===== src/rtl/store_buffer_pkg.sv =====
`default_nettype none
// +--------------------------------------------------------------------+
// | store_buffer_pkg : shared entry type, drain FSM states, constants  |
// | Rev 1.0                                                            |
// +--------------------------------------------------------------------+
package store_buffer_pkg;

  // Entry fields are sized for the widest supported configuration; each
  // instance zero-extends on write and truncates on read to its own AW/DW.
  localparam int SB_MAX_AW  = 64;
  localparam int SB_MAX_DW  = 128;
  localparam int SB_MAX_BEW = SB_MAX_DW / 8;

  typedef struct packed {
    logic [SB_MAX_AW-1:0]  addr;
    logic [SB_MAX_DW-1:0]  data;
    logic [SB_MAX_BEW-1:0] be;
  } sb_entry_t;

  typedef enum logic [0:0] {
    IDLE = 1'b0,
    REQ  = 1'b1
  } sb_state_e;

  localparam logic [SB_MAX_BEW-1:0] BE_FULL = '1;

endpackage
`default_nettype wire


===== src/rtl/store_buffer_fifo.sv =====
`default_nettype none
// +--------------------------------------------------------------------+
// | store_buffer_fifo : circular store storage with pointers and count |
// | Rev 1.0                                                            |
// +--------------------------------------------------------------------+
module store_buffer_fifo
  import store_buffer_pkg::*;
#(
  parameter int DEPTH = 4,
  parameter int PW    = $clog2(DEPTH),
  parameter int CW    = $clog2(DEPTH + 1)
) (
  input  logic          clk,
  input  logic          rst_n,
  input  logic          push,
  input  sb_entry_t     push_entry,
  input  logic          pop,
  output logic [CW-1:0] count,
  output logic [PW-1:0] rd_ptr,
  output sb_entry_t     head,
  output sb_entry_t     entries [DEPTH]
);

  sb_entry_t     mem_q [DEPTH];
  sb_entry_t     mem_d [DEPTH];
  logic [PW-1:0] wr_ptr_q, wr_ptr_d;
  logic [PW-1:0] rd_ptr_q, rd_ptr_d;
  logic [CW-1:0] count_q, count_d;

  // Pointers wrap naturally because DEPTH is a power of two.
  always_comb begin
    mem_d    = mem_q;
    wr_ptr_d = wr_ptr_q;
    rd_ptr_d = rd_ptr_q;
    if (push) begin
      mem_d[wr_ptr_q] = push_entry;
      wr_ptr_d        = wr_ptr_q + PW'(1);
    end
    if (pop) begin
      rd_ptr_d = rd_ptr_q + PW'(1);
    end
    count_d = count_q + CW'(push) - CW'(pop);
  end

  always_ff @(posedge clk or negedge rst_n) begin
    if (!rst_n) begin
      wr_ptr_q <= '0;
      rd_ptr_q <= '0;
      count_q  <= '0;
      for (int i = 0; i < DEPTH; i++) begin
        mem_q[i] <= '0;
      end
    end else begin
      wr_ptr_q <= wr_ptr_d;
      rd_ptr_q <= rd_ptr_d;
      count_q  <= count_d;
      mem_q    <= mem_d;
    end
  end

  assign count   = count_q;
  assign rd_ptr  = rd_ptr_q;
  assign head    = mem_q[rd_ptr_q];
  assign entries = mem_q;

endmodule
`default_nettype wire


===== src/rtl/store_buffer.sv =====
`default_nettype none
// +--------------------------------------------------------------------+
// | store_buffer : FIFO store buffer draining to data memory; optional |
// | store-to-load forwarding when STORE_BUFFER_FORWARD_EN is defined.  |
// | Rev 1.0                                                            |
// +--------------------------------------------------------------------+
module store_buffer
  import store_buffer_pkg::*;
#(
  parameter int DEPTH = 4,
  parameter int AW    = 32,
  parameter int DW    = 32
) (
  input  logic            clk,
  input  logic            rst_n,
  input  logic            stValid,
  input  logic [AW-1:0]   stAddr,
  input  logic [DW-1:0]   stData,
  input  logic [DW/8-1:0] stByteEn,
  output logic            stReady,
  output logic            memReq,
  output logic [AW-1:0]   memAddr,
  output logic [DW-1:0]   memWData,
  output logic [DW/8-1:0] memBE,
  input  logic            memAck,
  input  logic [AW-1:0]   ldAddr,
  output logic            ldHit,
  output logic            ldConflict,
  output logic [DW-1:0]   ldData,
  output logic            empty
);

  localparam int PW  = $clog2(DEPTH);
  localparam int CW  = $clog2(DEPTH + 1);
  localparam int BEW = DW / 8;

  sb_state_e     state_q;
  logic [CW-1:0] count;
  logic [PW-1:0] rd_ptr;
  sb_entry_t     head;
  sb_entry_t     entries [DEPTH];
  sb_entry_t     push_entry;
  logic          push;
  logic          pop;

  // A full buffer never accepts, even when the head retires this cycle.
  assign stReady = (count < CW'(DEPTH));
  assign push    = stValid && stReady;
  assign pop     = memReq && memAck;
  assign empty   = (count == '0);

  always_comb begin
    push_entry      = '0;
    push_entry.addr = SB_MAX_AW'(stAddr);
    push_entry.data = SB_MAX_DW'(stData);
    push_entry.be   = SB_MAX_BEW'(stByteEn);
  end

  store_buffer_fifo #(
    .DEPTH (DEPTH)
  ) u_fifo (
    .clk        (clk),
    .rst_n      (rst_n),
    .push       (push),
    .push_entry (push_entry),
    .pop        (pop),
    .count      (count),
    .rd_ptr     (rd_ptr),
    .head       (head),
    .entries    (entries)
  );

  always_ff @(posedge clk or negedge rst_n) begin
    if (!rst_n) begin
      state_q <= IDLE;
    end else begin
      case (state_q)
        IDLE: if (count != '0) state_q <= REQ;
        REQ:  if (memAck && (count == CW'(1)) && !push) state_q <= IDLE;
        default: state_q <= IDLE;
      endcase
    end
  end

  assign memReq   = (state_q == REQ);
  assign memAddr  = memReq ? AW'(head.addr)  : '0;
  assign memWData = memReq ? DW'(head.data)  : '0;
  assign memBE    = memReq ? BEW'(head.be)   : '0;

`ifdef STORE_BUFFER_FORWARD_EN
  logic [PW-1:0] fwd_idx;
  logic [AW-1:0] fwd_addr;

  // Scan oldest to youngest so the youngest matching word wins.
  always_comb begin
    ldHit      = 1'b0;
    ldConflict = 1'b0;
    ldData     = '0;
    fwd_idx    = '0;
    fwd_addr   = '0;
    for (int i = 0; i < DEPTH; i++) begin
      fwd_idx  = rd_ptr + PW'(i);
      fwd_addr = AW'(entries[fwd_idx].addr);
      if ((CW'(i) < count) && ((fwd_addr >> 2) == (ldAddr >> 2))) begin
        if (BEW'(entries[fwd_idx].be) == BEW'(BE_FULL)) begin
          ldHit      = 1'b1;
          ldConflict = 1'b0;
          ldData     = DW'(entries[fwd_idx].data);
        end else begin
          ldHit      = 1'b0;
          ldConflict = 1'b1;
          ldData     = '0;
        end
      end
    end
  end
`else
  logic unused_fwd;

  assign ldHit      = 1'b0;
  assign ldConflict = 1'b0;
  assign ldData     = '0;

  always_comb begin
    unused_fwd = ^{ldAddr, rd_ptr};
    for (int i = 0; i < DEPTH; i++) begin
      unused_fwd = unused_fwd ^ (^entries[i]);
    end
  end
`endif

endmodule
`default_nettype wire


===== config.mk =====
export PLATFORM = sky130hd
export DESIGN_NAME = store_buffer
export DESIGN_NICKNAME = d
export VERILOG_FILES = /design/src/rtl/store_buffer_pkg.sv /design/src/rtl/store_buffer_fifo.sv /design/src/rtl/store_buffer.sv
export SDC_FILE = /design/constraint.sdc
export NUM_CORES = 1
export LEC_CHECK = 0
export ABC_AREA = 0
export CORE_UTILIZATION = 50
export CTS_BUF_LIST = sky130_fd_sc_hd__clkbuf_2 sky130_fd_sc_hd__clkbuf_4 sky130_fd_sc_hd__clkbuf_8
export CTS_CLUSTER_SIZE = 40
export DETAILED_ROUTE_END_ITERATION = 6
export HOLD_SLACK_MARGIN = 0.1
export MAX_ROUTING_LAYER = met4
export PLACE_DENSITY = 0.81
export SLEW_MARGIN = 10
export SYNTH_ARGS = -nofsm -noshare
export SYNTH_HDL_FRONTEND = slang
export SYNTH_SLANG_ARGS = --single-unit

===== constraint.sdc =====
create_clock -name clk -period 2.1 [get_ports clk]
set_input_delay 0.525 -clock clk [delete_from_list [all_inputs] [get_ports clk]]
set_output_delay 0.525 -clock clk [all_outputs]
set_load 0.03 [all_outputs]

==> summary.txt, run 1 <==
Run status
  • Status: finished with violations
  • Failing checks: setup timing

Setup path
  • Crit path required time: 1.57 ns
  • WP data arrival: between 1.5 and 2 ns
  • Critical path capture point: memWData[30]
  • CP endpoint kind: primary output
  • Kind of critical path: reg2out
  • Critical Path Source Type: flop
  • Cell chain of the critical path: buf_12 -> buf_12 -> mux2i_1 -> o22ai_1 -> buf_4
  • R2R Path End: u_fifo.count[2]
  • CP Max Fanout: 13
  • Crit path largest cell delay: 0.54 ns
  • Worst R2R Start: memReq
  • CP max-delay cell: dfrtp_4
  • Setup crit start: u_fifo.rd_ptr[1]
  • FF-to-FF setup slack: about 0.18 ns
  • Reg2Reg Depth: 8
  • Most frequent CP cell: buf_12

Yosys
  • Syn avg cell area: 14.8 um2
  • Asr flop ratio synth: 100%
  • Top-count cell post-synth: dfrtp_1
  • FF+latch count, synth: 280
  • Seq/Total Area, Yosys: 53.5%
  • Synth top area cells: dfrtp_1, mux2_2, mux2i_1, mux2_4, o22ai_1
  • Ys flop type: dfrtp_1
  • Post-synth top area cell: dfrtp_1
  • Yosys cell types: 26
  • Synth Instances: 885
  • Post-synth EDFFs: 0
  • Synth Cell Area: 13100 um2
  • Synth Warn #: 0
  • Post-synth top cells: dfrtp_1, mux2_2, mux2i_1
  • Area share of the largest cell type after synthesis: 53.5%

Floorplanning
  • Floorplan row count: between 50 and 60
  • Die Wd: 164 um
  • Number of top-level pins: approximately 210
  • Die area: between 20000 and 30000 um2
  • Die H: 164 um
  • Starting Density: 51.5%
  • Core region area: 25500 um2

Global routing
  • Tot GR Track Use: about a fifth
  • Met3 GRT Util: 4.39%
  • First-pass GRT wire length: 43.7 mm
  • Routing usage on met1: 28.4%
  • Number of global-route vias before repair: ~8400
  • Largest net degree at the start of global routing: 65
  • Initial antenna violation count: 0
  • GRT overflow: 0
  • Global routing's busiest layer: met2
  • Met2 Use GR: between 30 and 40%

Clock tree
  • CTS sink cnt: 280
  • Clock latency on the worst-skew pair: 0.55 ns
  • Bufs on Longest Clock Path: 3
  • Clock slew at reported path FFs: 0.07 ns
  • Root buffer cell: clkbuf_8
  • Htree depth: 2
  • Num CTS Buffers: 46
  • CTS tree: done

Placed design
  • GP Congestion: 0.755
  • Hpwl dp: 17.0 mm
  • Placed cells: 1344
  • DP Area: approximately 15000 um2
  • Placement Setup Slack: -0.309 ns
  • PortBufs: 142

Timing
  • Setup violators final: 68
  • Fmax: 0.400 GHz
  • Final-report hold violation count: 0
  • Fin crit period: 2.50 ns
  • Final Max Slew Viols: 0
  • Final setup margin: -0.401 ns
  • Final Cycle Share: 119%
  • Fin Clk Skew: 0.0272 ns
  • RSZ-0062 raised after global routing: true

Power
  • P_int: 18.7 mW
  • Sw frac: 37.1%
  • Gate power share: 50.8%
  • Leakage: 7.78 nW
  • Net switching power: approximately 11 mW
  • Final total power: 29.8 mW
  • Cell Pwr Density: between 1500 and 2000 nW/um2
  • Power share of the clock group: 16.8%
  • IR drop worst, VDD: ~1.2 mV
  • Sequential share of power: 32.4%

Finish
  • Storage element area: 7010 um2
  • Layout area overhead: 23.6%
  • Design area: 16200 um2
  • Share of cells above drive strength 1: 45.1%
  • Diode count: 0
  • Multi-input gate area: 5630 um2
  • Fin cells: 1434
  • Nets: roughly 1200
  • Fillcell total: 1874

Route
  • Routed wire per std cell: 19.0 um
  • DRC viols: 0
  • Vias per Instance: 5.45
  • Detail Route Antenna Nets: 0
  • Starting DRC count in detailed routing: roughly 380
  • Drt pass-1 iters: 4
  • Final WL: about 27 mm
  • Via Count: between 7000 and 8000

Worst hold path
  • Worst Hold Class: in2async

Run
  • Max capacitance violation total: 0
## what timing repair did
item / in CTS / in global routing
gates resized for setup: 31 / 15
gates cloned: 0 / 2
hold buffers: 1 / 0
pin swaps: 7 / 5
endpoints found under the hold margin: 39 / 0
endpoints found under the setup margin: 71 / 70
setup buffers: 6 / 2
## worst max-delay path, delay by kind of cell, from the launching register on
family / cells / cell delay, ns
flops: 1 / 0.54
compound gates: 1 / 0.21
mux: 1 / 0.12
buf+inv: 3 / 0.54
## state kept, by name, indices dropped and copies added, names as in the netlist
name and count:
memReq 1, u_fifo.count 3, u_fifo.entries 272, u_fifo.rd_ptr 2, u_fifo.wr_ptr_q 2
## layout by cell type (no fill, tap or decap), types with 11 or more instances in the layout
cell             Yosys  routed
dfrtp_1            280     279
mux2_2             193     193
mux2i_1            136     133
buf_4               38      82
mux2_4              80      80
clkdlybuf4s50_1      0      70
clkbuf_8             0      64
o22ai_1             68      62
conb_1               1      34
buf_12               0      27
clkbuf_4             0      11
## through the flow
stage / hold slack, ns / utilization (%) / TNS [ns]
floorplan: 0.229 / - / -1.18
global placement: 0.448 / 58.8 / -0.385
detailed placement: 0.448 / 58.8 / -0.460
CTS: 0.453 / 63.2 / -23.91
global route: 0.489 / 63.6 / -27.34
finish: 0.479 / 63.6 / -22.08
## metal layers
layer	wire length [um]	up-vias
li1	-	3532
met1	12600	4054
met2	12800	190
met3	1420	35
met4	337	0
met5	0	-
## cell families (layout without fill, tap and decap cells)
logic type	Yosys count	after routing	share of synthesized area [%]
xor gates and xnor gates	5	5	0.334
muxes	409	409	36.1
and+or+nand+nor	13	13	0.993
other	1	34	0.0286
DFF	280	280	53.5
adders and majority gates	7	7	0.726
buffers and inverters	101	287	5.04
AOI/OAI and AO/OA	69	69	3.28
## worst min path at each step
stage / start / to / cells past startpoint / slack (ns)
after floorplan: rst_n / memReq / 0 / 0.23
after global placement: rst_n / u_fifo.entries[244] / 1 / 0.45
after detailed placement: rst_n / u_fifo.entries[244] / 1 / 0.45
after CTS: rst_n / u_fifo.entries[1] / 2 / 0.45
after global routing: rst_n / u_fifo.entries[627] / 2 / 0.49
final: rst_n / u_fifo.entries[657] / 2 / 0.48
## power groups by stage
stage	combinational, mW	sequential [mW]	clock (mW)
after floorplan	10.4	9.19	0
after global placement	14.4	9.47	0
after global routing	16.1	9.96	5.41
final	15.1	9.64	5.00
after CTS	15.0	9.60	5.15
after detailed placement	14.7	9.66	0
## area by class of cell
cell class / instances / share of cell area (%)
clock buffer: 75 / 5.95
clock inverter: 5 / 0.170
inverter: 7 / 0.162
multi-input combinational: 537 / 34.7
sequential: 280 / 43.3
tap: 330 / 2.55
timing repair buffer: 200 / 13.2
Note: power is estimated with default switching activity, not from simulation.
==> inputs of run 2 (changes only) <==
--- a/config.mk
+++ b/config.mk
@@ -12,8 +12,9 @@
 export DETAILED_ROUTE_END_ITERATION = 6
 export HOLD_SLACK_MARGIN = 0.1
 export MAX_ROUTING_LAYER = met4
-export PLACE_DENSITY = 0.81
+export PLACE_DENSITY = 0.75
 export SLEW_MARGIN = 10
 export SYNTH_ARGS = -nofsm -noshare
 export SYNTH_HDL_FRONTEND = slang
+export SYNTH_HIERARCHICAL = 1
 export SYNTH_SLANG_ARGS = --single-unit
==> summary.txt, run 2 <==
Run status
  • Status: finished with violations
  • Failing checks: setup timing

Floorplanning
  • Die H: 164 um (+0.22%)
  • Core region area: 25900 um2 (+1.7%)
  • Number of top-level pins: 209 (unchanged)
  • Starting Density: 50.8% (-0.65 points)
  • Die area: 27000 um2 (+0.43%)
  • Floorplan row count: 59 (+1.7%)
  • Die Wd: 164 um (+0.22%)

Route
  • Starting DRC count in detailed routing: 291 (-23%)
  • Routed wire per std cell: 19.1 um (+0.88%)
  • Via Count: 7336 (-6.1%)
  • DRC viols: 0 (unchanged)
  • Vias per Instance: 5.30 (-2.6%)
  • Detail Route Antenna Nets: 0 (unchanged)
  • Drt pass-1 iters: 4 (unchanged)
  • Final WL: 26.5 mm (-2.7%)

Clock tree
  • CTS tree: done
  • Bufs on Longest Clock Path: 3 (unchanged)
  • Htree depth: 2 (unchanged)
  • CTS sink cnt: 280 (unchanged)
  • Clock latency on the worst-skew pair: 0.54 ns (about the same)
  • Clock slew at reported path FFs: 0.06 ns (about the same)
  • Root buffer cell: clkbuf_8
  • Num CTS Buffers: 47 (+2.2%)

Timing
  • Final Cycle Share: 130% (+11 points)
  • Final-report hold violation count: 0 (unchanged)
  • Fin crit period: 2.74 ns (+0.235 ns)
  • Final setup margin: -0.636 ns (-0.235 ns)
  • Setup violators final: 68 (unchanged)
  • RSZ-0062 raised after global routing: true
  • Fin Clk Skew: 0.0101 ns (-0.0171 ns)
  • WHS: 0.498 ns (+0.0190 ns)
  • Final Max Slew Viols: 0 (unchanged)
  • Final setup TNS: -37.05 ns (-14.96 ns)
  • Fmax: 0.365 GHz (-8.6%)

Setup path
  • Critical Path Source Type: flop
  • Kind of critical path: reg2out
  • WP data arrival: 2.21 ns (+0.23 ns)
  • Crit path required time: 1.57 ns (about the same)
  • CP Max Fanout: 6 (-7)
  • CP endpoint kind: primary output
  • FF-to-FF setup slack: 0.09 ns (-0.09 ns)

Placed design
  • GP Congestion: 0.716 (-5.1%)
  • DP Area: 14900 um2 (-0.24%)
  • Placement Setup Slack: -0.494 ns (-0.185 ns)
  • Hpwl dp: 16.8 mm (-1.6%)
  • PortBufs: 142 (unchanged)

Global routing
  • Initial antenna violation count: 1 (+1)
  • GRT overflow: 0 (unchanged)
  • Number of global-route vias before repair: 7978 (-5.1%)
  • Largest net degree at the start of global routing: 56 (-14%)
  • First-pass GRT wire length: 42.9 mm (-1.9%)
  • Tot GR Track Use: 21.3% (+0.083 points)

Power
  • P_int: 20.4 mW (+8.8%)
  • Gate power share: 53.6% (+2.8 points)
  • Leakage: 7.29 nW (-6.3%)
  • Net switching power: 10.4 mW (-5.5%)
  • Power share of the clock group: 15.6% (-1.2 points)
  • Sw frac: 33.9% (-3.2 points)
  • Sequential share of power: 30.8% (-1.6 points)
  • Cell Pwr Density: 1880 nW/um2 (+2.3%)
  • IR drop worst, VDD: 1.36 mV (+11%)

Worst hold path
  • Worst Hold Class: in2async

Yosys
  • Syn avg cell area: 15.8 um2 (+6.7%)
  • Synth Warn #: 6 (+6)
  • Synth Cell Area: 13200 um2 (+0.44%)
  • Synth Instances: 833 (-5.9%)

Finish
  • Core Util, Final: 63.2% (-0.40 points)
  • Share of cells above drive strength 1: 59.1% (+14 points)
  • Most frequent cells in the layout: dfrtp_1, mux2_2, clkdlybuf4s50_1, mux4_2, buf_6
  • Most common cell after layout, fill and taps aside: dfrtp_1
  • Design area: 16400 um2 (+1.1%)
  • Number of flip-flops in the largest register: 272 (unchanged)
  • Nets: 1125 (-4.9%)
  • Layout area overhead: 24.4%

Run
  • Max capacitance violation total: 0 (unchanged)
[run 2: changes by cell type in the layout (fill, tap and decap cells not counted), moves of 11 or more]
cell,before,now
and2_1,1,17
clkbuf_4,11,22
buf_6,10,62
buf_4,82,40
mux2_2,193,269
mux2i_1,133,0
mux2_4,80,0
and2_4,0,52
o22ai_1,62,0
mux4_2,0,68
[run 2: area by class of cell]
cell class / count / area [um2]
fill: 1947 / 9530
sequential: 280 / 7020
antenna: 1 / 2.50
tap: 335 / 419
timing repair buffer: 210 / 2450
inverter: 7 / 26.3
multi-input combinational: 468 / 5520
clock inverter: 6 / 37.5
clock buffer: 76 / 908
[run 2: path summary, 6_finish.rpt]
check                               startpoint  cells after the start             endpoint
max                           u_fifo/rd_ptr[0]                      6         memWData[13]
min                                      rst_n                      2  u_fifo/entries[794]
max reg2reg                             memReq                      7      u_fifo/count[2]
min reg2reg                u_fifo/entries[791]                      1  u_fifo/entries[791]
max in group asynchronous                rst_n                      3    u_fifo/entries[2]
min in group clk           u_fifo/entries[791]                      1  u_fifo/entries[791]
[run 2: critical path, cell delays in order, from the launching register on]
cell and delay (ns):
dfrtp_4 0.51, buf_6 0.15, buf_12 0.13, buf_16 0.14
mux4_2 0.43, and2_4 0.17, buf_6 0.13
[run 2: power groups by stage]
| stage | combinational (mW) | clock, mW | sequential [mW] |
|---|---|---|---|
| finish | 16.5 | 4.81 | 9.48 |
| global route | 17.5 | 5.20 | 9.82 |
| CTS | 16.6 | 4.94 | 9.47 |
| detailed placement | 14.6 | 0 | 9.57 |
| global placement | 14.4 | 0 | 9.42 |
| floorplan | 10.6 | 0 | 9.03 |
[run 2: repair_timing]
item | 4_1_cts | 5_1_grt
hold buffers | 1 | 0
pin swaps | 17 | 9
endpoints found under the setup margin | 70 | 70
buffers inserted | 13 | 0
gates resized for setup | 513 | 15
gates cloned | 5 | 2
hold endpoints to repair | 48 | 0
[run 2: layer usage]
metal	part of all wire (%)	vias to the layer above	GRT usage [%]
li1	-	3267	-
met1	44	3853	27.8
met2	50	182	34.5
met3	4.5	34	3.99
met4	1.4	0	5.26
met5	0	-	-
[run 2: through the flow]
stage / std cells / power (mW)
5_1_grt: 1383 / 32.5
3_5_place_dp: 1281 / 24.2
6_report: 1383 / 30.8
3_3_place_gp: 1281 / 23.9
2_1_floorplan: 866 / 19.6
4_1_cts: 1382 / 31.0
